===== config.mk =====
export PLATFORM = sky130hd
export DESIGN_NAME = wb_slot_scheduler
export DESIGN_NICKNAME = d
export VERILOG_FILES = /design/src/rtl/wb_slot_scheduler.sv
export SDC_FILE = /design/constraint.sdc
export NUM_CORES = 1
export LEC_CHECK = 0
export BUFFER_PORTS_ARGS = -buffer_cell sky130_fd_sc_hd__buf_2
export CORE_MARGIN = 3
export CORE_UTILIZATION = 40
export DETAILED_ROUTE_END_ITERATION = 12
export PLACE_DENSITY = 0.67
export SYNTH_ARGS = -nofsm -noshare
export SYNTH_HDL_FRONTEND = slang
export SYNTH_SLANG_ARGS = --single-unit

===== constraint.sdc =====
create_clock -name clk -period 3.2 [get_ports clk]
set_input_delay 0 -clock clk [delete_from_list [all_inputs] [get_ports clk]]
set_output_delay 0 -clock clk [all_outputs]
set_load 0.01 [all_outputs]

===== src/rtl/wb_slot_scheduler.sv =====
// Writeback-slot scheduler for a single regfile write port fed by fixed-latency units.
// Tracks reservations in a shift line and gates issue on slot, RAW and WAW hazards.
module wb_slot_scheduler #(
  parameter int unsigned MAX_LAT = 4,
  parameter int unsigned RW      = 5,
  parameter int unsigned LATW    = $clog2(MAX_LAT + 1)
) (
  input  logic            clk,
  input  logic            rst,
  input  logic            issue_valid,
  input  logic [RW-1:0]   issue_rs,
  input  logic [RW-1:0]   issue_rt,
  input  logic [RW-1:0]   issue_rd,
  input  logic            issue_wben,
  input  logic [LATW-1:0] issue_lat,
  output logic            issue_ready,
  output logic            lat_err,
  output logic            wb_valid,
  output logic [RW-1:0]   wb_rd,
  output logic [LATW-1:0] pending,
  output logic [31:0]     stall_cnt
);

  logic [MAX_LAT:1] res_v_q, res_v_d;
  logic [RW-1:0]    res_rd_q [MAX_LAT:1];
  logic [RW-1:0]    res_rd_d [MAX_LAT:1];
  logic [LATW-1:0]  pending_q, pending_d;
  logic [31:0]      stall_cnt_q, stall_cnt_d;

  logic        lat_bad;
  logic        need_res;
  logic        busy_rs, busy_rt, busy_rd;
  logic        slot_taken;
  logic        fire;
  logic        res_add;
  int unsigned lat_u;

  // Hazard detection is independent of issue_valid so decode can precompute readiness.
  always_comb begin
    lat_u      = 32'(issue_lat);
    lat_bad    = (lat_u == 0) || (lat_u > MAX_LAT);
    need_res   = issue_wben && (issue_rd != '0);
    busy_rs    = 1'b0;
    busy_rt    = 1'b0;
    busy_rd    = 1'b0;
    slot_taken = 1'b0;
    for (int unsigned k = 1; k <= MAX_LAT; k++) begin
      if (res_v_q[k]) begin
        if ((issue_rs != '0) && (res_rd_q[k] == issue_rs)) busy_rs = 1'b1;
        if ((issue_rt != '0) && (res_rd_q[k] == issue_rt)) busy_rt = 1'b1;
        if ((issue_rd != '0) && (res_rd_q[k] == issue_rd)) busy_rd = 1'b1;
        if (k == lat_u + 1) slot_taken = 1'b1;
      end
    end
    issue_ready = !lat_bad && !busy_rs && !busy_rt
                  && !(need_res && busy_rd) && !(need_res && slot_taken);
    lat_err     = issue_valid && lat_bad;
    fire        = issue_valid && issue_ready;
    res_add     = fire && need_res;
  end

  always_comb begin
    res_v_d  = '0;
    res_rd_d = res_rd_q;
    for (int unsigned k = 1; k < MAX_LAT; k++) begin
      res_v_d[k]  = res_v_q[k+1];
      res_rd_d[k] = res_rd_q[k+1];
    end
    res_rd_d[MAX_LAT] = '0;
    // The slot check guarantees the shifted-in entry at issue_lat is empty.
    if (res_add) begin
      for (int unsigned k = 1; k <= MAX_LAT; k++) begin
        if (k == lat_u) begin
          res_v_d[k]  = 1'b1;
          res_rd_d[k] = issue_rd;
        end
      end
    end

    pending_d = pending_q;
    if (res_add && !res_v_q[1]) pending_d = pending_q + LATW'(1);
    else if (!res_add && res_v_q[1]) pending_d = pending_q - LATW'(1);

    stall_cnt_d = stall_cnt_q;
    if (issue_valid && !issue_ready && (stall_cnt_q != '1)) stall_cnt_d = stall_cnt_q + 32'd1;
  end

  always_ff @(posedge clk) begin
    if (rst) begin
      res_v_q     <= '0;
      pending_q   <= '0;
      stall_cnt_q <= '0;
      for (int unsigned k = 1; k <= MAX_LAT; k++) res_rd_q[k] <= '0;
    end else begin
      res_v_q     <= res_v_d;
      res_rd_q    <= res_rd_d;
      pending_q   <= pending_d;
      stall_cnt_q <= stall_cnt_d;
    end
  end

  assign wb_valid  = res_v_q[1];
  assign wb_rd     = res_v_q[1] ? res_rd_q[1] : '0;
  assign pending   = pending_q;
  assign stall_cnt = stall_cnt_q;

endmodule

== After elaboration in Yosys (flattened, before gate mapping) ==
Cells that the tools add are included.

* Bits in registers: 59
* ROM bits: 0
* Memories kept: 0
* Output and inout bits: 43
* Bits in writable memories: 0
* Bits of input ports: 22
* Latch bits: 0

* Add/subtract/negate cells: 4
* Reduce and logical (&&, ||, !) cells: 42
* Equal/unequal tests: 21
* $lt $le $gt $ge: 1
* $mul: 0
* Divide/modulo/power cells: 0
* Bitwise operators: 2
* Shift-type cells: 0
* Mux-type cells: 44

{| class="wikitable"
|+ Operators by type and width
! operator !! count
|-
| 2-bit by 32-bit == test with 1-bit output, first input constant || 2
|-
| 5-bit == test || 12
|-
| 1-bit 2-to-1 mux || 36
|-
| 32-bit by 1-bit adder with 32-bit output, second input constant || 1
|-
| 1-bit by 32-bit == test with 1-bit output, first input constant || 1
|-
| 32-bit inequality test, second input constant || 1
|-
| 1-bit logical AND || 26
|-
| 5-bit 2-to-1 mux || 4
|-
| 15-bit 2-to-1 mux || 1
|-
| 5-bit nonzero test || 3
|-
| 3-bit 2-to-1 mux || 3
|-
| 1-bit zero test || 8
|-
| 2-bit by 3-bit == test with 1-bit output, first input constant || 2
|-
| 3-bit by 1-bit adder with 4-bit output, second input constant || 1
|-
| 3-bit by 4-bit == test with 1-bit output, first input constant || 1
|-
| 3-bit by 1-bit adder with 3-bit output, second input constant || 1
|-
| 1-bit by 3-bit == test with 1-bit output, first input constant || 1
|-
| 3-bit == test, first input constant || 1
|-
| 3-bit > comparator, second input constant || 1
|-
| 3-bit zero test || 1
|-
| 3-bit OR reduction || 1
|-
| 3-bit by 1-bit subtractor with 3-bit output, second input constant || 1
|-
| 1-bit inverter || 2
|-
| 2-bit nonzero test || 1
|-
| other kinds (2) || 2
|}

== Logic depth before layout (Yosys ltp) ==
Gate-level depths: netlist of run 1.

* Word-level depth: 21
* Mapped depth: 14
* Mapped depth without buffers: 14

== Worst setup path before layout of run 1 ==
Ideal clock, no wire load.

* Kind: reg-to-reg
* Start point: reg res_v_q[1] (netlist bit)
* End point: reg pending_q[2] (netlist: pending[2])
* Clock period less this slack: 2635 ps
* Data required time: 3129 ps
* Path slack: 565 ps
* Stages on the path, launching flop included: 14
* Arrival: 2564 ps
* Library setup time: 71 ps
* Path through: dfxtp_1 > buf_2 > mux2i_1 > nor3b_1 > a21oi_1 > o211a_1 > nand4_1 > nor2_1 > ha_1 > inv_1 > fa_1 > xor2_1 > or3_1 > a21oi_1

* Word-level cells in the longest chain between the ends: 17

{| class="wikitable"
|+ Ends and longest elaborated chain
! what !! RTL line !! source
|-
| from (decl) || 24 || <nowiki>logic [MAX_LAT:1] res_v_q, res_v_d;</nowiki>
|-
| from (signal assigned) || 95 || <nowiki>res_v_q <= res_v_d;</nowiki>
|-
| 1-bit 2-to-1 mux || 48 || <nowiki>if (res_v_q[k]) begin</nowiki>
|-
| 1-bit 2-to-1 mux || 49 || <nowiki>if ((issue_rs != '0) && (res_rd_q[k] == issue_rs)) busy_rs = 1'b1;</nowiki>
|-
| 1-bit 2-to-1 mux || 48 ||
|-
| 1-bit 2-to-1 mux || 49 ||
|-
| 1-bit 2-to-1 mux || 48 ||
|-
| 1-bit 2-to-1 mux || 49 ||
|-
| 1-bit 2-to-1 mux || 48 ||
|-
| 1-bit zero test || 55 || <nowiki>issue_ready = !lat_bad && !busy_rs && !busy_rt</nowiki>
|-
| 1-bit logical AND (2 in series) || 55 ||
|-
| 1-bit logical AND (2 in series) || 56 || <nowiki>&& !(need_res && busy_rd) && !(need_res && slot_taken);</nowiki>
|-
| 1-bit logical AND || 58 || <nowiki>fire = issue_valid && issue_ready;</nowiki>
|-
| 1-bit logical AND || 59 || <nowiki>res_add = fire && need_res;</nowiki>
|-
| 1-bit zero test || 82 || <nowiki>else if (!res_add && res_v_q[1]) pending_d = pending_q - LATW'(1);</nowiki>
|-
| 1-bit logical AND || 82 ||
|-
| 2-bit nonzero test (no source line) || n/a ||
|-
| to (signal assigned) || 97 || <nowiki>pending_q <= pending_d;</nowiki>
|-
| to (decl) || 27 || <nowiki>logic [LATW-1:0] pending_q, pending_d;</nowiki>
|}

Several ways; a longest one is shown, not always the timed one.
A chain may end at the register's enable or synchronous reset.

== Final worst setup path of run 1 ==
* Start point: reg res_rd_q[2] (netlist bit)
* End point: reg stall_cnt_q[30] (netlist: stall_cnt[30])

* Word-level cells in the longest chain between the ends: 18

{| class="wikitable"
|+ Ends and longest elaborated chain
! what !! RTL line !! source
|-
| from (decl) || 25 || <nowiki>logic [RW-1:0] res_rd_q [MAX_LAT:1];</nowiki>
|-
| from (signal assigned) || 96 || <nowiki>res_rd_q <= res_rd_d;</nowiki>
|-
| 5-bit == test || 49 ||
|-
| 1-bit logical AND || 49 ||
|-
| 1-bit 2-to-1 mux || 49 ||
|-
| 1-bit 2-to-1 mux || 48 ||
|-
| 1-bit 2-to-1 mux || 49 ||
|-
| 1-bit 2-to-1 mux || 48 ||
|-
| 1-bit 2-to-1 mux || 49 ||
|-
| 1-bit 2-to-1 mux || 48 ||
|-
| 1-bit 2-to-1 mux || 49 ||
|-
| 1-bit 2-to-1 mux || 48 ||
|-
| 1-bit zero test || 55 ||
|-
| 1-bit logical AND (2 in series) || 55 ||
|-
| 1-bit logical AND (*) (2 in series) || 56 ||
|-
| 1-bit zero test (*) || 85 || <nowiki>if (issue_valid && !issue_ready && (stall_cnt_q != '1)) stall_cnt_d = stall_cnt_q + 32'd1;</nowiki>
|-
| 1-bit logical AND (*) (2 in series) || 85 ||
|-
| to (signal assigned) || 98 || <nowiki>stall_cnt_q <= stall_cnt_d;</nowiki>
|-
| to (decl) || 28 || <nowiki>logic [31:0] stall_cnt_q, stall_cnt_d;</nowiki>
|}

Mark *: on every way between the ends. The rest lies on a longest branch, timed or not.

==> results of run 1 <==
Yosys cell counts (3+ instances only):
cell	n
and4_1	5
or3_1	15
and2_1	14
nand2_1	14
o21ai_0	14
inv_1	11
o21ai_1	3
ha_1	4
xnor2_1	16
nand4_1	11
nor4_1	11
nor2_1	35
a21oi_1	25
clkbuf_1	11
nor3_1	3
buf_2	12
mux2i_1	18
o31ai_1	9
nor2b_1	4
xor2_1	50
dfxtp_1	59
or4_1	13
nand3_1	20
sequential cells by signal, indices dropped and copies added (netlist names):
| register | flops |
|---|---|
| res_rd_q | 20 |
| pending | 3 |
| stall_cnt | 32 |
| res_v_q | 4 |
cell families (layout without fill, tap and decap cells):
group / Yosys count / after routing / synth area share
AND/OR/NAND/NOR: 156 / 156 / 0.255
XOR/XNOR: 66 / 66 / 0.163
AO/OA/AOI/OAI: 65 / 65 / 0.119
flip-flops: 59 / 59 / 0.334
buffers and inverters: 39 / 96 / 0.0520
multiplexers: 20 / 20 / 0.0573
adder cells (fa/ha/maj): 5 / 5 / 0.0198
path summary, 6_finish.rpt:
| check | end | cells after the start | start | slack, ps |
|---|---|---|---|---|
| max | stall_cnt[30] | 8 | res_rd_q[2] | 310 |
| min | res_rd_q[15] | 2 | issue_rd[0] | 40 |
| max reg2reg | stall_cnt[30] | 8 | res_rd_q[2] | 310 |
| min reg2reg | stall_cnt[20] | 2 | stall_cnt[20] | 500 |
final cells by class:
| class | instances | share of cell area |
|---|---|---|
| Clock buffer | 14 | 0.0401 |
| Clock inverter | 2 | 0.00247 |
| Inverter | 11 | 0.0102 |
| Multi-Input combinational cell | 312 | 0.536 |
| Sequential cell | 59 | 0.291 |
| Tap cell | 105 | 0.0324 |
| Timing Repair Buffer | 69 | 0.0882 |
metal layers:
layer  vias to the layer above  share of wire
met5                         -              0
met1                      1487           0.43
met2                        96           0.49
li1                       1557              -
met3                        21          0.064
met4                         0          0.019
placed cells by master (no fill, tap or decap), types with 2 or more instances in the layout:
| cell | netlist | final |
|---|---|---|
| buf_2 | 12 | 64 |
| dfxtp_1 | 59 | 59 |
| xor2_1 | 50 | 50 |
| nor2_1 | 35 | 35 |
| a21oi_1 | 25 | 25 |
| nand3_1 | 20 | 20 |
| mux2i_1 | 18 | 18 |
| xnor2_1 | 16 | 16 |
| or3_1 | 15 | 15 |
| nand2_1 | 14 | 14 |
| and2_1 | 14 | 14 |
| o21ai_0 | 14 | 14 |
| or4_1 | 13 | 13 |
| inv_1 | 11 | 11 |
| nor4_1 | 11 | 11 |
| nand4_1 | 11 | 11 |
| clkbuf_8 | 0 | 11 |
| o31ai_1 | 9 | 9 |
| and4_1 | 5 | 5 |
| buf_4 | 2 | 5 |
| nor2b_1 | 4 | 4 |
| ha_1 | 4 | 4 |
| nor3_1 | 3 | 3 |
| o21ai_1 | 3 | 3 |
| clkbuf_1 | 11 | 3 |
| and4_4 | 2 | 2 |
| nand2b_1 | 2 | 2 |
| o22ai_1 | 2 | 2 |
| o21a_1 | 2 | 2 |
| and3_1 | 2 | 2 |
| nor4_4 | 2 | 2 |
| clkinv_2 | 0 | 2 |
report_power, final:
group / switching [uW] / total (uW) / internal [uW]
combinational: 95.2 / 157 / 61.9
sequential: 12.3 / 754 / 742
clock: 279 / 601 / 322
through the flow:
stage	power (uW)	std cells
after global routing	1580	572
after global placement	925	556
after CTS	1540	572
after floorplan	882	410
after detailed placement	928	556
final	1510	572
worst max-delay path, delay by kind of cell (launching register included):
| kind | cells | cell delay (ps) |
|---|---|---|
| flip-flops | 1 | 440 |
| AO/OA/AOI/OAI | 4 | 1090 |
| AND/OR/NAND/NOR | 3 | 1180 |
| XOR/XNOR | 1 | 100 |
==> flow_summary.ini, run 1 <==
[critical_path]
worstSetupPathType = flip-flop to flip-flop
critPathSlowestCell = or4_1
cp.required_ps = 3460
slowest_delay_ps = 550
cp_max_fo = 26
worstPathArrival_ps = 3150
crit_chain = xor2_1 > nor4_1 > nand3_1 > o211a_1 > a21boi_1 > o211ai_4 > or4_1 > a21oi_1
startpoint_type = flip-flop
critPathCaptureType = flip-flop

[global_routing]
grt_util_met1 = 0.219
grt_pass1_vias = 3048
grt_use_met3 = 0.0479
overflow = 0
met2_usage = 0.309
antenna_found_initial = 0
track_usage = 0.180
grt_max_degree = 34
busiest_layer = met2
grt_pass1_wl_mm = 14.5

[power]
leakage_uw = 0.00162
ir_worst_vdd_uv = 248
p_per_area_nw_per_um2 = 373

[hold_path]
hold_path.class = input pin to flip-flop

[layout]
n_antenna_cell = 0
multiInputGateArea_sq_um = 2170
final_net_count = 489
syn2layout_area_growth_pct = 14.7
design_area_sq_um = 4060
drive_gt1_frac = 0.197
fillCellCount = 856
register_area_sq_um = 1180
final_core_util = 0.482

[timing]
drv_slew = 0
rsz0062_at_grt = no
fin_worst_skew_ps = 7.47
finalHoldViolCount = 0
tightestPinTransition_ps = 691
timing.setup.tns_ps = 0
fmax_ghz = 0.346
worst_slack_ps = 311
finalSetupViolCount = 0
max-slew-margin-rel = 0.539
hold_slack_ps = 35.7
min_period_ps = 2890
post-route-period-util = 0.903

[die]
die_width_um = 100
start_util = 0.420
io_pins = 65
coreArea_sq_um = 8420
die_h_um = 100
placementRows = 33
die_area_sq_um = 10000

[cts]
cts_setup_buffers = 0
cts_tree = done
ctsHoldBuffers = 0
ctsResizeCount = 0
clkTransAtPathRegs_ps = 70
clockBufferDepth = 2
clock_latency_ps = 340
cts_root_buf = clkbuf_8
cts_max_level = 3
cts_buffers = 9
cts.sinks = 59

[logic_synthesis]
yosysTopAreaCell = dfxtp_1
ys.flop_type = dfxtp_1
async_flop_share = 0
yosysWarningCount = 0
syn-num-nets = 437
yosysUniqueCellTypes = 48
synthCells = 410
ys_top_cells_by_area = dfxtp_1 (33%), xor2_1 (12%), mux2i_1 (5.1%)
synth_top_area_share = 0.334
synth.avg_cell_area_sq_um = 8.63
syn-cell-area_sq_um = 3540
synth_edf_count = 0
synth-seq-cells = 59
ys_seq_area_frac = 0.334

[detailed_routing]
postRouteAntennaNets = 0
vias = 3161
post_drt_wl_per_cell_um = 15.5
drt_wl_total_mm = 8.87
avgViaCountPerCell = 5.53
drcViolationCount = 0
dr.pass1.iters = 4
drt_iter0_drc = 121

[place]
place_area_sq_um = 3890
hpwl_mm = 6.61
gp_congestion = 0.849
portBuffers = 64
preCtsSetupSlack_ps = 333

[outcome]
status = finished, final reports clean

[job]
drv_cap = 0
(Power assumes the default switching activity.)
==> run 2, diff against run 1 <==
--- a/config.mk
+++ b/config.mk
@@ -9,7 +9,6 @@
 export CORE_MARGIN = 3
 export CORE_UTILIZATION = 40
 export DETAILED_ROUTE_END_ITERATION = 12
-export PLACE_DENSITY = 0.67
 export SYNTH_ARGS = -nofsm -noshare
 export SYNTH_HDL_FRONTEND = slang
 export SYNTH_SLANG_ARGS = --single-unit
==> constraint.sdc (replaced) <==
create_clock -name clk -period 3.1 [get_ports clk]
set_input_delay 0.31 -clock clk [delete_from_list [all_inputs] [get_ports clk]]
set_output_delay 0.31 -clock clk [all_outputs]
set_load 0.01 [all_outputs]
==> flow_summary.ini, run 2 (same netlist as run 1, synthesis figures left out) <==
[cts]
clock_latency_ps = 330
ctsHoldBuffers = 0
cts_root_buf = clkbuf_8
clockBufferDepth = 2
clkTransAtPathRegs_ps = 60
ctsResizeCount = 0
cts.sinks = 59
cts_tree = done
cts_max_level = 3
cts_setup_buffers = 0
cts_buffers = 9

[layout]
drive_gt1_frac = 0.206
n_antenna_cell = 0
fillCellCount = 837
layout_commonest_cell = buf_2
largest_register_ffs = 32
syn2layout_area_growth_pct = 15.7
final_cell_mix = buf_2 (64), dfxtp_1 (59), xor2_1 (50)
final_net_count = 493

[power]
finalPower_uw = 1590
leakage_uw = 0.00164
ir_worst_vdd_uv = 184
p_per_area_nw_per_um2 = 387

[global_routing]
antenna_found_initial = 0
grt_pass1_vias = 3004
grt_pass1_wl_mm = 14.9
track_usage = 0.187
overflow = 0
grt_max_degree = 58

[timing]
max-slew-margin-rel = 0.309
min_period_ps = 2740
rsz0062_at_grt = no
fmax_ghz = 0.365
drv_slew = 0
finalSetupViolCount = 0
fin_worst_skew_ps = 10.3
post-route-period-util = 0.884
finalHoldViolCount = 0
tightestPinTransition_ps = 1040
timing.setup.tns_ps = 0

[die]
die_width_um = 100
coreArea_sq_um = 8420
die_h_um = 100
placementRows = 33
die_area_sq_um = 10000
io_pins = 65
start_util = 0.420

[detailed_routing]
avgViaCountPerCell = 5.48
dr.pass1.iters = 4
drcViolationCount = 0
drt_iter0_drc = 114
post_drt_wl_per_cell_um = 15.8
drt_wl_total_mm = 9.07
postRouteAntennaNets = 0
vias = 3153

[place]
portBuffers = 64
gp_congestion = 0.820
hpwl_mm = 6.57

[critical_path]
slowest_delay_ps = 490
rr_startpoint = stall_cnt[2]
critPathCaptureType = flip-flop
cp.required_ps = 3340
crit_path_start = stall_cnt[2]
cp_max_fo = 11
critPathMostFrequentCell = and4_1
worstSetupPathType = flip-flop to flip-flop
critPathSlowestCell = or4_1
crit_chain = and4_1 > and3_1 > and4_1 > nand3_1 > a211oi_1 > o21ai_2 > or4_1 > a21oi_1
worstPathArrival_ps = 2980
startpoint_type = flip-flop

[hold_path]
hp-start = issue_rd[0]
hold_path.class = input pin to flip-flop

[outcome]
status = finished, final reports clean

[job]
drv_cap = 0
run 2: cell types whose count changed in the layout (fill, tap and decap cells not counted), sizes merged:
cell / delta
buf: +4
clkbuf: -1
run 2: report_power, final:
group	switching [uW]	total [uW]	internal [uW]
combinational	100	166	65.9
clock	292	641	349
sequential	12.8	778	766
total	405	1590	1180
run 2: area by class of cell:
cell class                      instances  area [sq um]  share of cell area
Clock buffer                           13           169              0.0412
Timing Repair Buffer                   73           388              0.0947
Tap cell                              105           131              0.0321
Multi-Input combinational cell        312          2170               0.531
Inverter                               11          41.3              0.0101
Clock inverter                          2          10.0             0.00244
Sequential cell                        59          1180               0.288
run 2: final timing paths:
| kind | slack, ps | cells after the start | end |
|---|---|---|---|
| worst max register to register | 360 | 8 | stall_cnt[31] |
| worst max-delay path | 360 | 8 | stall_cnt[31] |
| worst min register to register | 500 | 2 | stall_cnt[10] |
| worst min-delay path | 370 | 2 | res_rd_q[15] |
run 2: critical path: cells and delay by family, from the launching register on:
family	cells	cell delay, ps
and+or+nand+nor	5	1510
AOI/OAI and AO/OA	3	680
DFF	1	450
run 2: per-layer routing:
metal | wire, um | vias up | global-route usage
li1 | - | 1558 | -
met1 | 4040 | 1511 | 0.236
met2 | 4430 | 73 | 0.311
met3 | 468 | 11 | 0.0375
met4 | 129 | 0 | 0.0756
met5 | 0 | - | 0
run 2: through the flow:
step                      instances  cell area, sq um   util  worst slack, ps  hold WS (ps)
after global placement          560              3920  0.465              152           475
after CTS                       575              4100  0.486              290           343
after global routing            575              4100  0.486              103           355
after floorplan                 410              3540      -              251           481
after detailed placement        560              3920  0.465             54.9           487
final                           575              4100  0.486              361           367
==> run 3, diff against run 2 <==
--- a/config.mk
+++ b/config.mk
@@ -9,6 +9,8 @@
 export CORE_MARGIN = 3
 export CORE_UTILIZATION = 40
 export DETAILED_ROUTE_END_ITERATION = 12
+export PLACE_DENSITY = 0.71
+export SKIP_CTS_REPAIR_TIMING = 1
 export SYNTH_ARGS = -nofsm -noshare
 export SYNTH_HDL_FRONTEND = slang
 export SYNTH_SLANG_ARGS = --single-unit
==> flow_summary.ini, run 3 (same netlist as run 1, synthesis figures left out) <==
[outcome]
status = finished, final reports clean

[place]
placedCellCount = 559
portBuffers = 64
gp_congestion = 0.862
hpwl_mm = 6.44

[detailed_routing]
vias = 3127
wl_met3_um = 481
avgViaCountPerCell = 5.44
drt_iter0_drc = 89
post_drt_wl_per_cell_um = 15.2
drcViolationCount = 0
dr.pass1.iters = 4
drt_wl_total_mm = 8.76
route.met2.wl_mm = 4.19
dr.max_layer_used = met4
wl_met1_mm = 3.87
postRouteAntennaNets = 0

[layout]
final_net_count = 492
syn2layout_area_growth_pct = 16.8
drive_gt1_frac = 0.209
layout.cells.non_filler = 575
final_cell_mix = buf_2 (64), dfxtp_1 (59), xor2_1 (50)
largest_register_ffs = 32
layout_commonest_cell = buf_2
n_antenna_cell = 0

[hold_path]
hold_path.class = input pin to flip-flop

[cts]
cts_tree = done
cts_buffers = 9
clkTransAtPathRegs_ps = 60
cts_root_buf = clkbuf_8
clockBufferDepth = 2
cts_max_level = 3
cts.sinks = 59
clock_latency_ps = 340

[die]
coreArea_sq_um = 8420
die_h_um = 100
start_util = 0.420
placementRows = 33
die_width_um = 100
die_area_sq_um = 10000
io_pins = 65

[global_routing]
track_usage = 0.185
grt_pass1_vias = 3072
overflow = 0
antenna_found_initial = 0
grt_max_degree = 58
grt_pass1_wl_mm = 14.8

[critical_path]
worstPathArrival_ps = 2940
critPathCaptureType = flip-flop
cp_top_family = adder cells
rrSetupSlack_ps = 410
crit_buf_inv = 2
startpoint_type = input pin
crit_chain = buf_2 > and2_1 > ha_1 > nand2_1 > o22ai_1 > a21oi_1 > o211a_1 > nand4_1 > nor2_1 > ha_1 > inv_1 > fa_1 > xor2_1 > or3_1 > a21oi_1
cp.required_ps = 3360
cp_max_fo = 7
slowest_delay_ps = 380
critPathSlowestCell = fa_1
worstSetupPathType = input pin to flip-flop

[timing]
tightestPinTransition_ps = 1020
min_period_ps = 2690
fmax_ghz = 0.372
max-slew-margin-rel = 0.317
finalSetupViolCount = 0
timing.setup.tns_ps = 0
drv_slew = 0
fin_worst_skew_ps = 12.3
post-route-period-util = 0.867
rsz0062_at_grt = no
finalHoldViolCount = 0

[power]
p_per_area_nw_per_um2 = 418
ir_worst_vdd_uv = 236
leakage_uw = 0.00166

[job]
drv_cap = 0
## run 3: changes by cell type in the layout (fill, tap and decap cells not counted), sizes merged
| cell | previous run | this run |
|---|---|---|
| bufinv | 0 | 2 |
| clkbuf | 13 | 11 |
| buf | 73 | 72 |
| clkinv | 2 | 3 |
## run 3: metrics by stage
step                      area (sq um)  setup slack [ps]  utilization  total power [uW]  hold WS [ps]
after floorplan                   3540               251            -               911           481
after global placement            3910               202        0.464               956           468
after detailed placement          3910              80.8        0.464               961           474
after CTS                         4140               393        0.491              1750           330
after global routing              4140               173        0.491              1800           339
final                             4140               413        0.491              1730           343
## run 3: worst paths after layout
kind	from	end	cells after the start
worst min register to register	pending[2]	pending[2]	2
worst max-delay path	issue_lat[1]	pending[2]	15
worst max register to register	res_rd_q[5]	stall_cnt[30]	9
worst min-delay path	issue_rd[1]	res_rd_q[16]	2
## run 3: layout make-up
type	instances	area, sq um
Clock buffer	11	151
Timing Repair Buffer	72	380
Fill cell	844	4290
Tap cell	105	131
Clock inverter	5	75.1
Multi-Input combinational cell	312	2170
Inverter	11	41.3
Sequential cell	59	1180
## run 3: power breakdown
part	switching [uW]	internal [uW]	total (uW)
clock network	293	492	785
registers	13.1	766	779
logic	98.8	65.8	165
## run 3: metal layers
metal,vias up,GRT usage
li1,1559,-
met3,19,0.0389
met4,0,0.0808
met2,78,0.313
met5,-,0
met1,1471,0.226
